### src/rtl/twi_pkg.sv
// Shared TWI master types and frame constants.
package twi_pkg;

  typedef enum logic [2:0] {IDLE, START, BIT, STOP, DONE} twi_state_t;

  localparam int unsigned BITS_PER_BYTE = 9;
  localparam int unsigned BYTES_PER_WR  = 3;
  localparam int unsigned START_Q       = 2;
  localparam int unsigned BIT_Q         = 4;
  localparam int unsigned STOP_Q        = 3;
  localparam logic        TWI_ACK       = 1'b0;
  localparam logic        TWI_NACK      = 1'b1;

endpackage

### src/rtl/twi_tick_gen.sv
// SCL quarter-period tick: counts 0..CLK_DIV-1, one-cycle tick on wrap.
module twi_tick_gen #(
  parameter int unsigned CLK_DIV = 250
) (
  input  logic i_clk,
  input  logic i_rst_n,
  input  logic i_clear,
  input  logic i_enable,
  output logic o_tick
);

  localparam int unsigned CW = $clog2(CLK_DIV);

  logic [CW-1:0] r_cnt;
  logic          w_wrap;

  assign w_wrap = (r_cnt == CW'(CLK_DIV - 1));
  assign o_tick = i_enable && w_wrap;

  always_ff @(posedge i_clk) begin
    if (!i_rst_n || i_clear) begin
      r_cnt <= '0;
    end else if (i_enable) begin
      r_cnt <= w_wrap ? '0 : r_cnt + 1'b1;
    end
  end

endmodule

### src/rtl/twi_reg_writer.sv
// TWI master issuing single-register writes: START, addr+W, reg, data, STOP.
module twi_reg_writer
  import twi_pkg::*;
#(
  parameter int unsigned CLK_DIV = 250
) (
  input  logic       i_clk,
  input  logic       i_rst_n,
  input  logic       i_cmd_valid,
  output logic       o_cmd_ready,
  input  logic [6:0] i_cmd_dev_addr,
  input  logic [7:0] i_cmd_reg_addr,
  input  logic [7:0] i_cmd_data,
  output logic       o_done,
  output logic       o_nack,
  output logic       o_busy,
  input  logic       i_twi_sda,
  output logic       o_twi_sda,
  output logic       o_twi_scl
);

  twi_state_t  r_state;
  logic [1:0]  r_q;
  logic [3:0]  r_bitn;
  logic [1:0]  r_byte;
  logic [23:0] r_shift;
  logic        r_sda, r_scl, r_ready, r_busy, r_done, r_nack;
  logic        r_sda_meta, r_sda_sync;
  logic        w_tick, w_accept, w_ack_slot;

  assign w_accept   = i_cmd_valid && r_ready;
  assign w_ack_slot = (r_bitn == 4'(BITS_PER_BYTE - 1));

  twi_tick_gen #(.CLK_DIV(CLK_DIV)) u_tick (
    .i_clk    (i_clk),
    .i_rst_n  (i_rst_n),
    .i_clear  (w_accept),
    .i_enable (r_state != IDLE),
    .o_tick   (w_tick)
  );

  always_ff @(posedge i_clk) begin
    if (!i_rst_n) begin
      r_sda_meta <= 1'b1;
      r_sda_sync <= 1'b1;
    end else begin
      r_sda_meta <= i_twi_sda;
      r_sda_sync <= r_sda_meta;
    end
  end

  // Bus levels are registered one edge ahead: each tick loads the next quarter's SCL/SDA.
  always_ff @(posedge i_clk) begin
    if (!i_rst_n) begin
      r_state <= IDLE;
      r_q     <= '0;
      r_bitn  <= '0;
      r_byte  <= '0;
      r_shift <= '0;
      r_sda   <= 1'b1;
      r_scl   <= 1'b1;
      r_ready <= 1'b1;
      r_busy  <= 1'b0;
      r_done  <= 1'b0;
      r_nack  <= 1'b0;
    end else begin
      r_done <= 1'b0;
      case (r_state)
        IDLE, DONE: begin
          r_state <= IDLE;
          if (w_accept) begin
            r_shift <= {i_cmd_dev_addr, 1'b0, i_cmd_reg_addr, i_cmd_data};
            r_nack  <= 1'b0;
            r_ready <= 1'b0;
            r_busy  <= 1'b1;
            r_state <= START;
            r_q     <= '0;
            r_scl   <= 1'b1;
            r_sda   <= 1'b1;
          end
        end
        START: if (w_tick) begin
          if (r_q == 2'(START_Q - 1)) begin
            r_state <= BIT;
            r_q     <= '0;
            r_bitn  <= '0;
            r_byte  <= '0;
            r_scl   <= 1'b0;
            r_sda   <= r_shift[23];
          end else begin
            r_q   <= r_q + 1'b1;
            r_sda <= 1'b0;
          end
        end
        BIT: if (w_tick) begin
          if (r_q == 2'(BIT_Q - 1)) begin
            r_q   <= '0;
            r_scl <= 1'b0;
            if (w_ack_slot) begin
              if (r_nack || r_byte == 2'(BYTES_PER_WR - 1)) begin
                r_state <= STOP;
                r_sda   <= 1'b0;
              end else begin
                r_byte <= r_byte + 1'b1;
                r_bitn <= '0;
                r_sda  <= r_shift[23];
              end
            end else begin
              r_shift <= r_shift << 1;
              r_bitn  <= r_bitn + 1'b1;
              r_sda   <= (r_bitn == 4'(BITS_PER_BYTE - 2)) ? 1'b1 : r_shift[22];
            end
          end else begin
            r_q <= r_q + 1'b1;
            if (r_q == 2'd1) r_scl <= 1'b1;
            if (r_q == 2'd2 && w_ack_slot && r_sda_sync != TWI_ACK) r_nack <= TWI_NACK;
          end
        end
        STOP: if (w_tick) begin
          if (r_q == 2'(STOP_Q - 1)) begin
            r_state <= DONE;
            r_done  <= 1'b1;
            r_busy  <= 1'b0;
            r_ready <= 1'b1;
          end else begin
            r_q <= r_q + 1'b1;
            if (r_q == 2'd0) r_scl <= 1'b1;
            else             r_sda <= 1'b1;
          end
        end
        default: r_state <= IDLE;
      endcase
    end
  end

  assign o_cmd_ready = r_ready;
  assign o_busy      = r_busy;
  assign o_done      = r_done;
  assign o_nack      = r_nack;
  assign o_twi_sda   = r_sda;
  assign o_twi_scl   = r_scl;

endmodule
### config.mk
export PLATFORM = sky130hd
export DESIGN_NAME = twi_reg_writer
export DESIGN_NICKNAME = d
export VERILOG_FILES = /design/src/rtl/twi_pkg.sv /design/src/rtl/twi_tick_gen.sv /design/src/rtl/twi_reg_writer.sv
export SDC_FILE = /design/constraint.sdc
export NUM_CORES = 1
export LEC_CHECK = 0
export BUFFER_PORTS_ARGS = -buffer_cell sky130_fd_sc_hd__buf_4
export CAP_MARGIN = 20
export CELL_PAD_IN_SITES_DETAIL_PLACEMENT = 0
export CELL_PAD_IN_SITES_GLOBAL_PLACEMENT = 1
export CORE_ASPECT_RATIO = 0.8
export CORE_MARGIN = 4
export CORE_UTILIZATION = 44
export DETAILED_ROUTE_END_ITERATION = 10
export GPL_ROUTABILITY_DRIVEN = 1
export PLACE_DENSITY = 0.89
export SYNTH_ARGS = -nofsm -noshare
export SYNTH_HDL_FRONTEND = slang
export SYNTH_HIERARCHICAL = 1
export SYNTH_SLANG_ARGS = --single-unit
### constraint.sdc
create_clock -name i_clk -period 4 [get_ports i_clk]
set_input_delay 0.2 -clock i_clk [delete_from_list [all_inputs] [get_ports i_clk]]
set_output_delay 0.2 -clock i_clk [all_outputs]
set_load 0.005 [all_outputs]
==> results of run 1 <==
per-layer routing:
metal  part of all wire  global-route usage  vias to the layer above  wire length [µm]
li1                   -                   -                     1199                 -
met1               0.50              0.2043                     1045              2804
met2               0.45              0.2178                       38              2498
met3              0.040             0.02951                        4               225
met4             0.0072             0.03274                        0                40
met5                  0                   0                        -                 0
flip-flops by register name (all words and copies together) (netlist names), 2 cells and up:
name / count
r_state: 3
r_bitn: 4
u_tick/r_cnt: 8
r_q: 2
r_byte: 2
r_shift: 24
final timing paths:
kind	from	endpoint	slack (ns)	cells past startpoint
hold reg to reg	r_sda_meta$_SDFF_PN1_	r_sda_sync$_SDFF_PN1_	0.42	1
setup reg to reg	r_state[1]$_SDFFE_PN0P_	r_shift[9]$_SDFFE_PN0P_	1.19	9
setup / recovery	r_state[1]$_SDFFE_PN0P_	r_shift[9]$_SDFFE_PN0P_	1.19	9
hold / removal	i_twi_sda	r_sda_meta$_SDFF_PN1_	0.08	2
cells by family after synthesis:
logic type,after synthesis
buffers and inverters,34
AO/OA/AOI/OAI,51
multiplexers,50
XOR/XNOR,4
flip-flops,51
adder cells (fa/ha/maj),10
AND/OR/NAND/NOR,132
where the power goes:
part | switching [µW] | internal, µW | leakage [µW] | total [µW]
Combinational | 129 | 132 | 0.000803 | 261
Clock | 165 | 203 | 0.0000612 | 367
Sequential | 44.2 | 563 | 0.000417 | 607
Total | 338 | 897 | 0.00128 | 1240
stage by stage:
step / setup slack [ns] / util
2_1_floorplan: 1.261 / -
3_3_place_gp: 1.251 / 0.4873
3_5_place_dp: 1.210 / 0.4873
4_1_cts: 1.193 / 0.5057
5_1_grt: 0.9479 / 0.5057
6_report: 1.190 / 0.5057
critical path, delay by kind of cell (launching register included):
family                 cells  cell delay, ns
DFF                        1            0.75
buffers and inverters      2            0.45
and+or+nand+nor            4            0.86
AOI/OAI and AO/OA          2            0.45
muxes                      1            0.16
cell type report:
cell class                 count  area [µm²]  area share
inverter                      12       45.04     0.01390
clock inverter                 2       35.03     0.01081
timing repair buffer          34       255.2     0.07876
tap                           84       105.1     0.03243
sequential                    51        1021      0.3151
multi-input combinational    247        1697      0.5236
clock buffer                   6       82.58     0.02548
placed cells by master, fill, tap and decap left out, drive strengths merged, types with 3 or more instances in the layout:
cell,n
xor2,3
a211oi,3
nand3b,3
nor2,14
or4,3
buf,34
nand2b,8
a21oi,17
nor2b,3
inv,12
nor3,6
o21ai,7
nand3,10
nand4b,3
ha,10
dfxtp,51
mux2i,27
mux2,23
or3b,5
o31ai,3
clkbuf,6
a31oi,4
or3,4
nor3b,3
nand2,62
==> flow_metrics.tcl, run 1 <==
set metrics [dict create \
    cts_resized 0 \
    vias_per_cell 5.243 \
    crit_path_start_kind "flop" \
    diodes 0 \
    tns_ns 0 \
    grt_pass1_vias 2027 \
    period_needed_ns 2.810 \
    final_layout_size_suffix_gt1_frac 0.2045 \
    critical_path_arrival_ns 2.98 \
    synth_compound_gate_area_share 0.1169 \
    dp.cells 428 \
    status "completed" \
    netlist_area_um2 2902 \
    initial_core_util 0.4528 \
    grt_max_degree 61 \
    crit_slowest_cell "dfxtp_1" \
    synthTopCellsByCount "nand2_1, dfxtp_1, mux2i_1, mux2_2, a21oi_1" \
    track_usage 0.1423 \
    finalHoldViolCount 0 \
    total_power_uw 1235 \
    setup_viol 0 \
    yosys.area_share.simple 0.2303 \
    holdWs_ns 0.08128 \
    hold_class "in2reg" \
    synth_xor_area_frac 0.01207 \
    die-area_um2 7965 \
    cts_setup_buffers 0 \
    yosys-top-cells-area "dfxtp_1, mux2i_1, mux2_2" \
    synthCells 332 \
    maxSlewHeadroom 0.4759 \
    clock-skew-final_ns 0.006552 \
    cts_buffers 5 \
    p_leak_uw 0.001281 \
    synth_top_area_cell "dfxtp_1" \
    clk_path_buf_depth 2 \
    syn_to_final_growth_pct 11.69 \
    h-tree-depth 2 \
    yosys-mux-area-fraction 0.1824 \
    yosys_warnings 6 \
    clock.fmax_ghz 0.3559 \
    io_buffers 32 \
    critPathMaxStageDelay_ns 0.75 \
    final_cell_area_um2 3241 \
    layout.nets 388 \
    synth-edff-count 0 \
    clk_pin_slew_ns 0.09 \
    drt_iter0_drc 147 \
    cp_max_fo 24 \
    synthArstFlopShare 0 \
    peakVddDrop_uv 233.9 \
    die_y_um 80.63 \
    synth.top_cell.area_share 0.3519 \
    grt_pass1_wl_um 9356 \
    dp_hpwl_um 3899 \
    grt_overflow 0 \
    yosysMostFrequentCell "nand2_1" \
    holdBufCountCts 0 \
    cts_tree "yes" \
    maxCapViolCount 0 \
    instances_no_fill 436 \
    drt_wl_total_um 5568 \
    rows 26 \
    synth_ff_type "dfxtp_1" \
    cts-root-buf "clkbuf_8" \
    avgSynthCellArea_um2 8.740 \
    insertion_delay_ns 0.30 \
    placed_cell_area_um2 3123 \
    core_area_um2 6409 \
    cpMostUsedCell "buf_4" \
    synthAdderAreaFrac 0.04312 \
    rsz0062_at_grt "no" \
    syn_nets 369 \
    antenna_left 0 \
    period_share 0.7024 \
    crit_chain "or3_1, nand4b_1, nor3_1, buf_4, nor3b_1, o21a_1, a211o_1, buf_4, mux2i_1" \
    critical_path_required_ns 4.17 \
    fillers 599 \
    maxSlewViolCount 0 \
    synth_seq_cells 51 \
    die-width_um 98.79 \
    post-route-drc-count 0 \
    seq_area_frac_synth 0.3519 \
    wire_per_inst_um 12.77 \
    cts_num_sinks 51 \
    synthDistinctLibCells 52 \
    cp-end-kind "flop" \
    p_per_area_nw_per_um2 381.1 \
    place_congestion 0.8585 \
    routed-via-count 2286 \
    worst_slew_pin_slew_ns 0.7862 \
    ios 33 \
    antenna_found_initial 0 \
    crit_type "reg2reg" \
    synth_top_family_by_area "simple AND/OR/NAND/NOR gates" \
    firstDrtPassIters 4 \
]
Note: power is estimated with default switching activity, not from simulation.
==> inputs of run 2 (changes only) <==
- clock period: 4 -> 2.6 ns (I/O delays scaled with it)
==> flow_metrics.tcl, run 2 (same netlist as run 1, synthesis figures left out) <==
set metrics [dict create \
    grt_overflow 0 \
    ios 33 \
    met3_length_um 275 \
    finalHoldViolCount 0 \
    period_needed_ns 2.282 \
    clock-skew-final_ns 0.008798 \
    critical_path_required_ns 2.85 \
    cts_tree "yes" \
    crit_type "reg2reg" \
    final_layout_size_suffix_gt1_frac 0.2179 \
    setup_viol 0 \
    h-tree-depth 2 \
    largest_register "r_shift" \
    post-route-drc-count 0 \
    final_cell_mix "nand2_1, dfxtp_1, buf_4" \
    clk_pin_slew_ns 0.10 \
    vias_per_cell 5.346 \
    crit_path_start_kind "flop" \
    wl_met2_um 2558 \
    cp-end-kind "flop" \
    grt_max_degree 57 \
    maxSlewHeadroom 0.6070 \
    track_usage 0.1540 \
    cp_max_fo 8 \
    die-area_um2 7965 \
    cts_setup_buffers 0 \
    insertion_delay_ns 0.31 \
    p_leak_uw 0.001315 \
    dp_hpwl_um 4111 \
    tns_ns 0 \
    antenna_left 0 \
    period_share 0.8777 \
    maxCapViolCount 0 \
    die_y_um 80.63 \
    peakVddDrop_uv 290.4 \
    wire_per_inst_um 13.57 \
    maxSlewViolCount 0 \
    syn_to_final_growth_pct 13.93 \
    diodes 0 \
    largest_registers "r_shift: 24 flops, u_tick/r_cnt: 8 flops, r_bitn: 4 flops" \
    status "completed" \
    core_area_um2 6409 \
    wl_met1_um 3053 \
    largest_register_ffs 24 \
    cts_buffers 5 \
    drt_iter0_drc 185 \
    critical_path_arrival_ns 2.53 \
    rrSetupSlack_ns 0.32 \
    cts_num_sinks 51 \
    firstDrtPassIters 4 \
    rows 26 \
    layout.nets 394 \
    final_common_cell "nand2_1" \
    antenna_found_initial 0 \
    die-width_um 98.79 \
    total_power_uw 1952 \
    clk_path_buf_depth 2 \
    clock.fmax_ghz 0.4382 \
    cts-root-buf "clkbuf_8" \
    io_buffers 32 \
    worst_slew_pin_slew_ns 0.5841 \
    drt_wl_total_um 5997 \
    hold_class "in2reg" \
    top_layer_used "met4" \
    routed-via-count 2363 \
    rsz0062_at_grt "no" \
    grt_pass1_vias 2187 \
    grt_pass1_wl_um 10060 \
    p_per_area_nw_per_um2 590.5 \
    place_congestion 0.8139 \
    initial_core_util 0.4528 \
]
run 2: cell types whose count changed in the layout (fill, tap and decap cells not counted), sizes merged:
| cell | before | now |
|---|---|---|
| dlygate4sd3 | 0 | 1 |
| buf | 34 | 39 |
run 2: repair_timing:
item,4_1_cts,5_1_grt
hold endpoints to repair,1,0
gates resized for setup,0,1
setup endpoints to repair,0,4
hold buffers,1,0
run 2: metal layers:
layer | vias up | track usage
met5 | - | 0
met4 | 0 | 0.06958
met3 | 11 | 0.03472
met2 | 46 | 0.2245
met1 | 1087 | 0.2150
li1 | 1219 | -
run 2: worst max-delay path, stage by stage, from the launching register on:
cell      delay [ns]
dfxtp_1         0.34
or3_1           0.27
nand4b_1        0.26
nor3_2          0.30
nand2b_1        0.18
a21o_1          0.23
or4_1           0.48
a21oi_1         0.15
run 2: path summary, 6_finish.rpt:
kind                           startpoint                  endpoint  cells after the start
setup / recovery  r_state[1]$_SDFFE_PN0P_    r_bitn[3]$_SDFFE_PN0P_                      7
hold / removal                    i_rst_n  o_cmd_ready$_SDFFE_PN1P_                      2
setup reg to reg  r_state[1]$_SDFFE_PN0P_    r_bitn[3]$_SDFFE_PN0P_                      7
hold reg to reg     r_sda_meta$_SDFF_PN1_     r_sda_sync$_SDFF_PN1_                      1
run 2: area by class of cell:
type / instances / area [µm²]
fill: 599 / 3103
clock buffer: 6 / 82.58
clock inverter: 2 / 35.03
timing repair buffer: 40 / 315.3
multi-input combinational: 247 / 1702
sequential: 51 / 1021
tap: 84 / 105.1
inverter: 12 / 45.04
run 2: metrics by stage:
stage               worst slack [ns]    util  hold WS (ns)  cells  area (µm²)
finish                        0.3180  0.5158       0.01827    442        3306
global route                  0.1099  0.5158       0.02052    442        3306
CTS                           0.1645  0.5150      0.009781    442        3301
detailed placement            0.2108  0.4951        0.3214    433        3173
global placement              0.3008  0.4951        0.3144    433        3173
floorplan                    0.01114       -        0.2315    332        2904
run 2: report_power, final:
group	internal (µW)	total, µW	switching [µW]
registers	865	912	46.1
logic	224	457	233
clock network	312	583	272
total	1400	1950	551
